`src/rtl/mux_t_be_t_n.sv`:
```
// Temporal-match multiplexer for race-logic datapaths.
// Each output channel fires when any input's first event of the gamma cycle
// lands on that channel's select time. The output gamma trails the input
// gamma by two cycles and is rendered as a rising step, falling step or pulse.
module mux_t_be_t_n #(
  parameter int GAMMA_CYCLE_WIDTH = 16,
  parameter int PULSE_WIDTH       = 8,
  parameter int NUM_INPUTS        = 16,
  parameter int NUM_CHANNELS      = 4,
  parameter int MODE              = 0,
  parameter int SELECT_WIDTH      = $clog2(GAMMA_CYCLE_WIDTH)
) (
  input  logic                                 aclk,
  input  logic                                 grst,
  input  logic [NUM_INPUTS-1:0]                inputs,
  input  logic [NUM_CHANNELS*SELECT_WIDTH-1:0] select,
  output logic [SELECT_WIDTH-1:0]              phase,
  output logic                                 gamma_start,
  output logic [NUM_CHANNELS-1:0]              out,
  output logic [NUM_CHANNELS-1:0]              hit,
  output logic                                 hit_valid
);

  localparam logic [SELECT_WIDTH-1:0] LAST_PHASE = SELECT_WIDTH'(GAMMA_CYCLE_WIDTH - 1);
  localparam logic [SELECT_WIDTH-1:0] PHASE_ONE  = SELECT_WIDTH'(1);
  localparam logic [NUM_CHANNELS-1:0] OUT_IDLE   = (MODE == 1) ? {NUM_CHANNELS{1'b1}}
                                                               : {NUM_CHANNELS{1'b0}};

  // Input side: edge detection and first-event suppression
  logic                                 first_phase;
  logic [NUM_INPUTS-1:0]                active;
  logic [NUM_INPUTS-1:0]                prev_active;
  logic [NUM_INPUTS-1:0]                fired;
  logic [NUM_INPUTS-1:0]                evt;

  // Stage 1 registers: was there any event, and at which tag
  logic                                 evt_q;
  logic [SELECT_WIDTH-1:0]              tag_q;
  logic [NUM_CHANNELS*SELECT_WIDTH-1:0] sel_q;

  // Output side
  logic [NUM_CHANNELS-1:0]              fire;
  logic [NUM_CHANNELS-1:0]              hit_acc;
  logic                                 out_start;

  assign first_phase = (phase == '0);
  assign gamma_start = first_phase;
  // The edge that closes the phase-1 cycle opens the next output gamma.
  assign out_start   = (phase == PHASE_ONE);

  // Per-input event: active now, inactive at the previous tag, not yet fired this gamma
  always_comb begin
    // NOTE: every always_comb output gets a default first so no latch can be inferred.
    active = (MODE == 1) ? ~inputs : inputs;
    evt    = '0;
    if (first_phase) evt = active;
    else             evt = active & ~prev_active & ~fired;
  end

  // Phase counter, input history, fired flags, stage-1 event/tag and select capture
  always_ff @(posedge aclk or posedge grst) begin
    // NOTE: sequential state uses non-blocking assignments so every flop sees pre-edge values.
    if (grst) begin
      phase       <= '0;
      prev_active <= '0;
      fired       <= '0;
      evt_q       <= 1'b0;
      tag_q       <= '0;
      sel_q       <= '0;
    end else begin
      phase       <= (phase == LAST_PHASE) ? '0 : phase + PHASE_ONE;
      prev_active <= active;
      fired       <= (first_phase ? '0 : fired) | evt;
      evt_q       <= |evt;
      tag_q       <= phase;
      if (first_phase) sel_q <= select;
    end
  end

  // Channel match: the stage-1 tag equals the captured select and an event occurred
  always_comb begin
    fire = '0;
    for (int j = 0; j < NUM_CHANNELS; j++) begin
      fire[j] = evt_q && (tag_q == sel_q[j*SELECT_WIDTH +: SELECT_WIDTH]);
    end
  end

  // Hit summary: accumulate fires over an output gamma, publish at its boundary
  always_ff @(posedge aclk or posedge grst) begin
    if (grst) begin
      hit_acc   <= '0;
      hit       <= '0;
      hit_valid <= 1'b0;
    end else begin
      hit_valid <= out_start;
      if (out_start) begin
        hit     <= hit_acc;
        hit_acc <= fire;
      end else begin
        hit_acc <= hit_acc | fire;
      end
    end
  end

  generate
    if (MODE == 2) begin : g_pulse
      localparam int               CNT_W      = $clog2(PULSE_WIDTH + 1);
      localparam logic [CNT_W-1:0] PULSE_LOAD = CNT_W'(PULSE_WIDTH);
      localparam logic [CNT_W-1:0] CNT_ONE    = CNT_W'(1);

      logic [NUM_CHANNELS-1:0][CNT_W-1:0] cnt;
      logic [NUM_CHANNELS-1:0][CNT_W-1:0] cnt_next;

      // Remaining pulse cycles per channel; the output gamma boundary truncates
      always_comb begin
        cnt_next = '0;
        for (int j = 0; j < NUM_CHANNELS; j++) begin
          if (fire[j])                     cnt_next[j] = PULSE_LOAD;
          else if (out_start)              cnt_next[j] = '0;
          else if (cnt[j] != '0)           cnt_next[j] = cnt[j] - CNT_ONE;
          else                             cnt_next[j] = '0;
        end
      end

      // Pulse counters and the registered pulse output
      always_ff @(posedge aclk or posedge grst) begin
        if (grst) begin
          cnt <= '0;
          out <= OUT_IDLE;
        end else begin
          cnt <= cnt_next;
          for (int j = 0; j < NUM_CHANNELS; j++) out[j] <= (cnt_next[j] != '0);
        end
      end
    end else begin : g_step
      // Step output: restart at the output gamma boundary, then latch the fire
      always_ff @(posedge aclk or posedge grst) begin
        if (grst) begin
          out <= OUT_IDLE;
        end else if (MODE == 1) begin
          out <= (out_start ? OUT_IDLE : out) & ~fire;
        end else begin
          out <= (out_start ? OUT_IDLE : out) | fire;
        end
      end
    end
  endgenerate

endmodule

```
`config.mk`:
```
export PLATFORM = sky130hd
export DESIGN_NAME = mux_t_be_t_n
export DESIGN_NICKNAME = d
export VERILOG_FILES = /design/src/rtl/mux_t_be_t_n.sv
export SDC_FILE = /design/constraint.sdc
export NUM_CORES = 1
export LEC_CHECK = 0
export CAP_MARGIN = 20
export CORE_MARGIN = 10
export CORE_UTILIZATION = 55
export DETAILED_ROUTE_END_ITERATION = 7
export DONT_BUFFER_PORTS = 1
export GPL_TIMING_DRIVEN = 0
export PLACE_DENSITY_LB_ADDON = 0.1
export SYNTH_ARGS = -nofsm -noshare
export SYNTH_HDL_FRONTEND = slang
export SYNTH_SLANG_ARGS = --single-unit
```
`constraint.sdc`:
```
create_clock -name aclk -period 2.31 [get_ports aclk]
set_clock_uncertainty 0.1 [all_clocks]
set_input_delay 0.462 -clock aclk [delete_from_list [all_inputs] [get_ports aclk]]
set_output_delay 0.462 -clock aclk [all_outputs]
set_load 0.05 [all_outputs]
```
==> results.tsv <==
stage	metric	value	unit
pwr	Peak VDD IR	560	uV
worst_setup_path	Top cell by count, worst path	buf_12	
yosys	cell taking the most area after synthesis	dfrtp_1	
yosys	Seq/Total Area, Yosys	65.1	%
timing	max frequency	0.451	GHz
route	routed wire length	5440	um
timing	unrepaired setup endpoints after global routing	false	
route	Pre-Repair DR Iteration Count	4	
die	std cell rows	25	
clock_network	Root Buffer	clkbuf_8	
cells_and_area	fin cells	338	
yosys	flops & latches, synth	70	
pwr	P_leak	1.59	nW
timing	Fin. Hold Viols	0	
yosys	Netlist cell types	26	
global_routing	GR Util All Layers	14.2	%
die	Die Ht	89.9	um
worst_setup_path	crit start category	flop	
cells_and_area	nets	303	
die	Starting Density	57.0	%
cells_and_area	final-layout fill cell count	368	
global_routing	initial antenna violation count	0	
placed_design	I/O Buffers	0	
timing	Worst Tran Pin Value	538	ps
placed_design	gp weighted congestion	0.789	
yosys	Warnings, synthesis	0	
clock_network	Sink Count	70	
global_routing	largest net degree at the start of global routing	27	
cells_and_area	proportion of layout cells with a drive suffix above 1	14.4	%
placed_design	Place WS	19.4	ps
worst_setup_path	worst-path fanout max	11	
timing	setup ws final	92.6	ps
route	drt wl/cell	16.1	um
die	die area	8090	sq um
worst_setup_path	critical path, cell by cell	inv_2 > ha_2 > nand2_4 > inv_6 > buf_12 > buf_12	
timing	slew margin rel.	64.1	%
worst_setup_path	Slowest-stage cell, CP	dfrtp_2	
clock_network	clock buffer count from CTS	9	
yosys	top cell type's share of synthesized area	65.1	%
timing	Final Cycle Share	96.0	%
worst_hold_path	HP Class	in -> reg	
clock_network	CTS tree	built	
yosys	Post-Syn Nets	287	
worst_setup_path	Worst path max stage delay	590	ps
run_status	status	finished clean	
die	I/O pin count	48	
clock_network	Worst-Skew Late Latency	340	ps
route	total number of vias	1733	
worst_setup_path	CP arrival	1660	ps
timing	Final min period	2220	ps
die	Die W	89.9	um
timing	Slew Limit Fails	0	
cells_and_area	area grow syn2layout	16.5	%
timing	Setup TNS	0	ps
worst_setup_path	CP Data Required Time	1750	ps
worst_setup_path	Bufs and invs on worst path	4	
route	ANT nets after route	0	
die	core footprint	4720	sq um
route	DRC viols	0	
global_routing	vias in the first global route	1782	
yosys	Cells after Synth	250	
timing	final setup vio count	0	
global_routing	first-pass GRT wire length	9140	um
clock_network	clock slew at reported path FFs	80	ps
yosys	synthesized area per cell	10.8	sq um
pwr	Power Density	861	nW/um^2
yosys	top cells by area, synth	dfrtp_1 65%, nand2_1 12%, xor2_1 4.2%	
global_routing	grt total ovfl	0	
worst_setup_path	kind of critical path	reg -> out	
yosys	area of the mapped netlist	2690	sq um
placed_design	HPWL after detailed placement	3950	um
run	Max-cap violations	0	
route	DR vias/cell	5.13	
clock_network	number of H-tree levels	3	
worst_setup_path	critical path capture point type	primary output	
route	initial DRC count	83	
cells_and_area	n_diodes	0	
clock_network	clk buf depth	2	
worst_setup_path	CP delay by family, top	flip-flops	
placed_design	dpl cells	319	
==> cells in the mapped netlist, drive strengths merged <==
cell type and n:
ha 3, nor2 17, buf 4, o21ai 15, clkbuf 4, a31oi 1, xnor2 4, inv 6
xor2 13, nor3b 2, a21oi 3, mux2 4, o41ai 1, nand2 87, nand4 4, nor4 4
dfrtp 70, a21o 8
==> worst reg2reg max path: stages, from the launching register on <==
cell and delay (ps):
dfrtp_2 590, inv_2 70, ha_2 200, nand2_4 100, inv_6 50, buf_4 150, buf_6 140, o21ai_1 180
nand4_1 150, nor2_1 130, nand2_1 50
==> worst paths after layout <==
| kind | start | endpoint | slack [ps] | depth (start not counted) |
|---|---|---|---|---|
| min | inputs[1] | prev_active[1]$_DFF_PP0_ | 40 | 0 |
| max in group asynchronous | grst | phase[0]$_DFF_PP0_ | 890 | 4 |
| max | phase[0]$_DFF_PP0_ | gamma_start | 90 | 6 |
| min reg2reg | fired[11]$_DFF_PP0_ | fired[11]$_DFF_PP0_ | 380 | 2 |
| min in group asynchronous | grst | fired[13]$_DFF_PP0_ | 550 | 2 |
| max reg2reg | phase[0]$_DFF_PP0_ | evt_q$_DFF_PP0_ | 280 | 10 |
==> cell usage in the layout (no fill, tap or decap), types with 2 or more instances in the layout <==
cell type / instances
a21o_1: 8
a21oi_2: 2
buf_12: 3
bufinv_16: 2
clkbuf_1: 5
clkbuf_8: 10
clkinvlp_4: 2
dfrtp_1: 66
dfrtp_2: 3
ha_1: 2
inv_1: 2
inv_6: 2
mux2_2: 3
nand2_1: 86
nand4_1: 4
nor2_1: 16
nor3b_1: 2
nor4_1: 4
o21ai_0: 3
o21ai_1: 12
xnor2_1: 4
xor2_1: 13
==> state kept, by name (all words and copies together), names as in the netlist, 4 cells and up <==
register and count:
tag_q 4, out 4, hit 4, hit_acc 4, fired 16, phase 4
sel_q 16, prev_active 16
==> layer usage <==
metal	part of all wire (%)	global-route usage (%)	up-vias
met4	1.2	4.38	0
met2	46	21.1	45
met5	0	0	-
met3	9.9	8.48	6
met1	42	16.8	847
li1	-	-	835
==> per-stage QoR <==
stage	hold WS [ps]	area, sq um	total power [mW]	util, %
detailed placement	302	2830	1.64	59.8
floorplan	343	2690	1.59	-
global route	8.10	3130	2.82	66.3
CTS	23.1	3090	2.73	65.3
global placement	358	2780	1.62	58.8
finish	39.2	3130	2.70	66.3
==> area by class of cell <==
class	instances	area (sq um)	share of cell area, %
plain buffers	8	71.3	2.28
inverters	6	33.8	1.08
multi-input cells	166	872	27.8
well taps	67	83.8	2.68
repair buffers	5	90.1	2.88
clock inverters	5	81.3	2.60
clock buffers	11	141	4.51
flip-flops and latches	70	1760	56.2
==> report_power, final <==
group          switching, mW  internal (mW)  leakage [nW]
combinational         0.0640         0.0538         0.652
clock                  0.449          0.639         0.110
sequential             0.178           1.31         0.824
total                  0.691           2.01          1.59
==> logic make-up (layout without fill, tap and decap cells) <==
logic type | count (synthesis) | count (layout) | synth area share, %
fa+ha+maj | 3 | 3 | 1.40
xor+xnor | 17 | 17 | 5.53
simple gates | 114 | 114 | 17.3
flops | 70 | 70 | 65.1
buf+inv | 14 | 35 | 2.56
mux | 4 | 4 | 1.67
compound gates | 28 | 28 | 6.42
==> timing repair <==
item / 4_1_cts / 5_1_grt
hold buffers: 1 / 0
gates cloned: 0 / 1
endpoints found under the setup margin: 1 / 1
resized for setup: 12 / 5
setup buffers: 0 / 1
pin swaps: 0 / 0
endpoints found under the hold margin: 22 / 0
No activity file was read; power rests on OpenSTA's default activity.
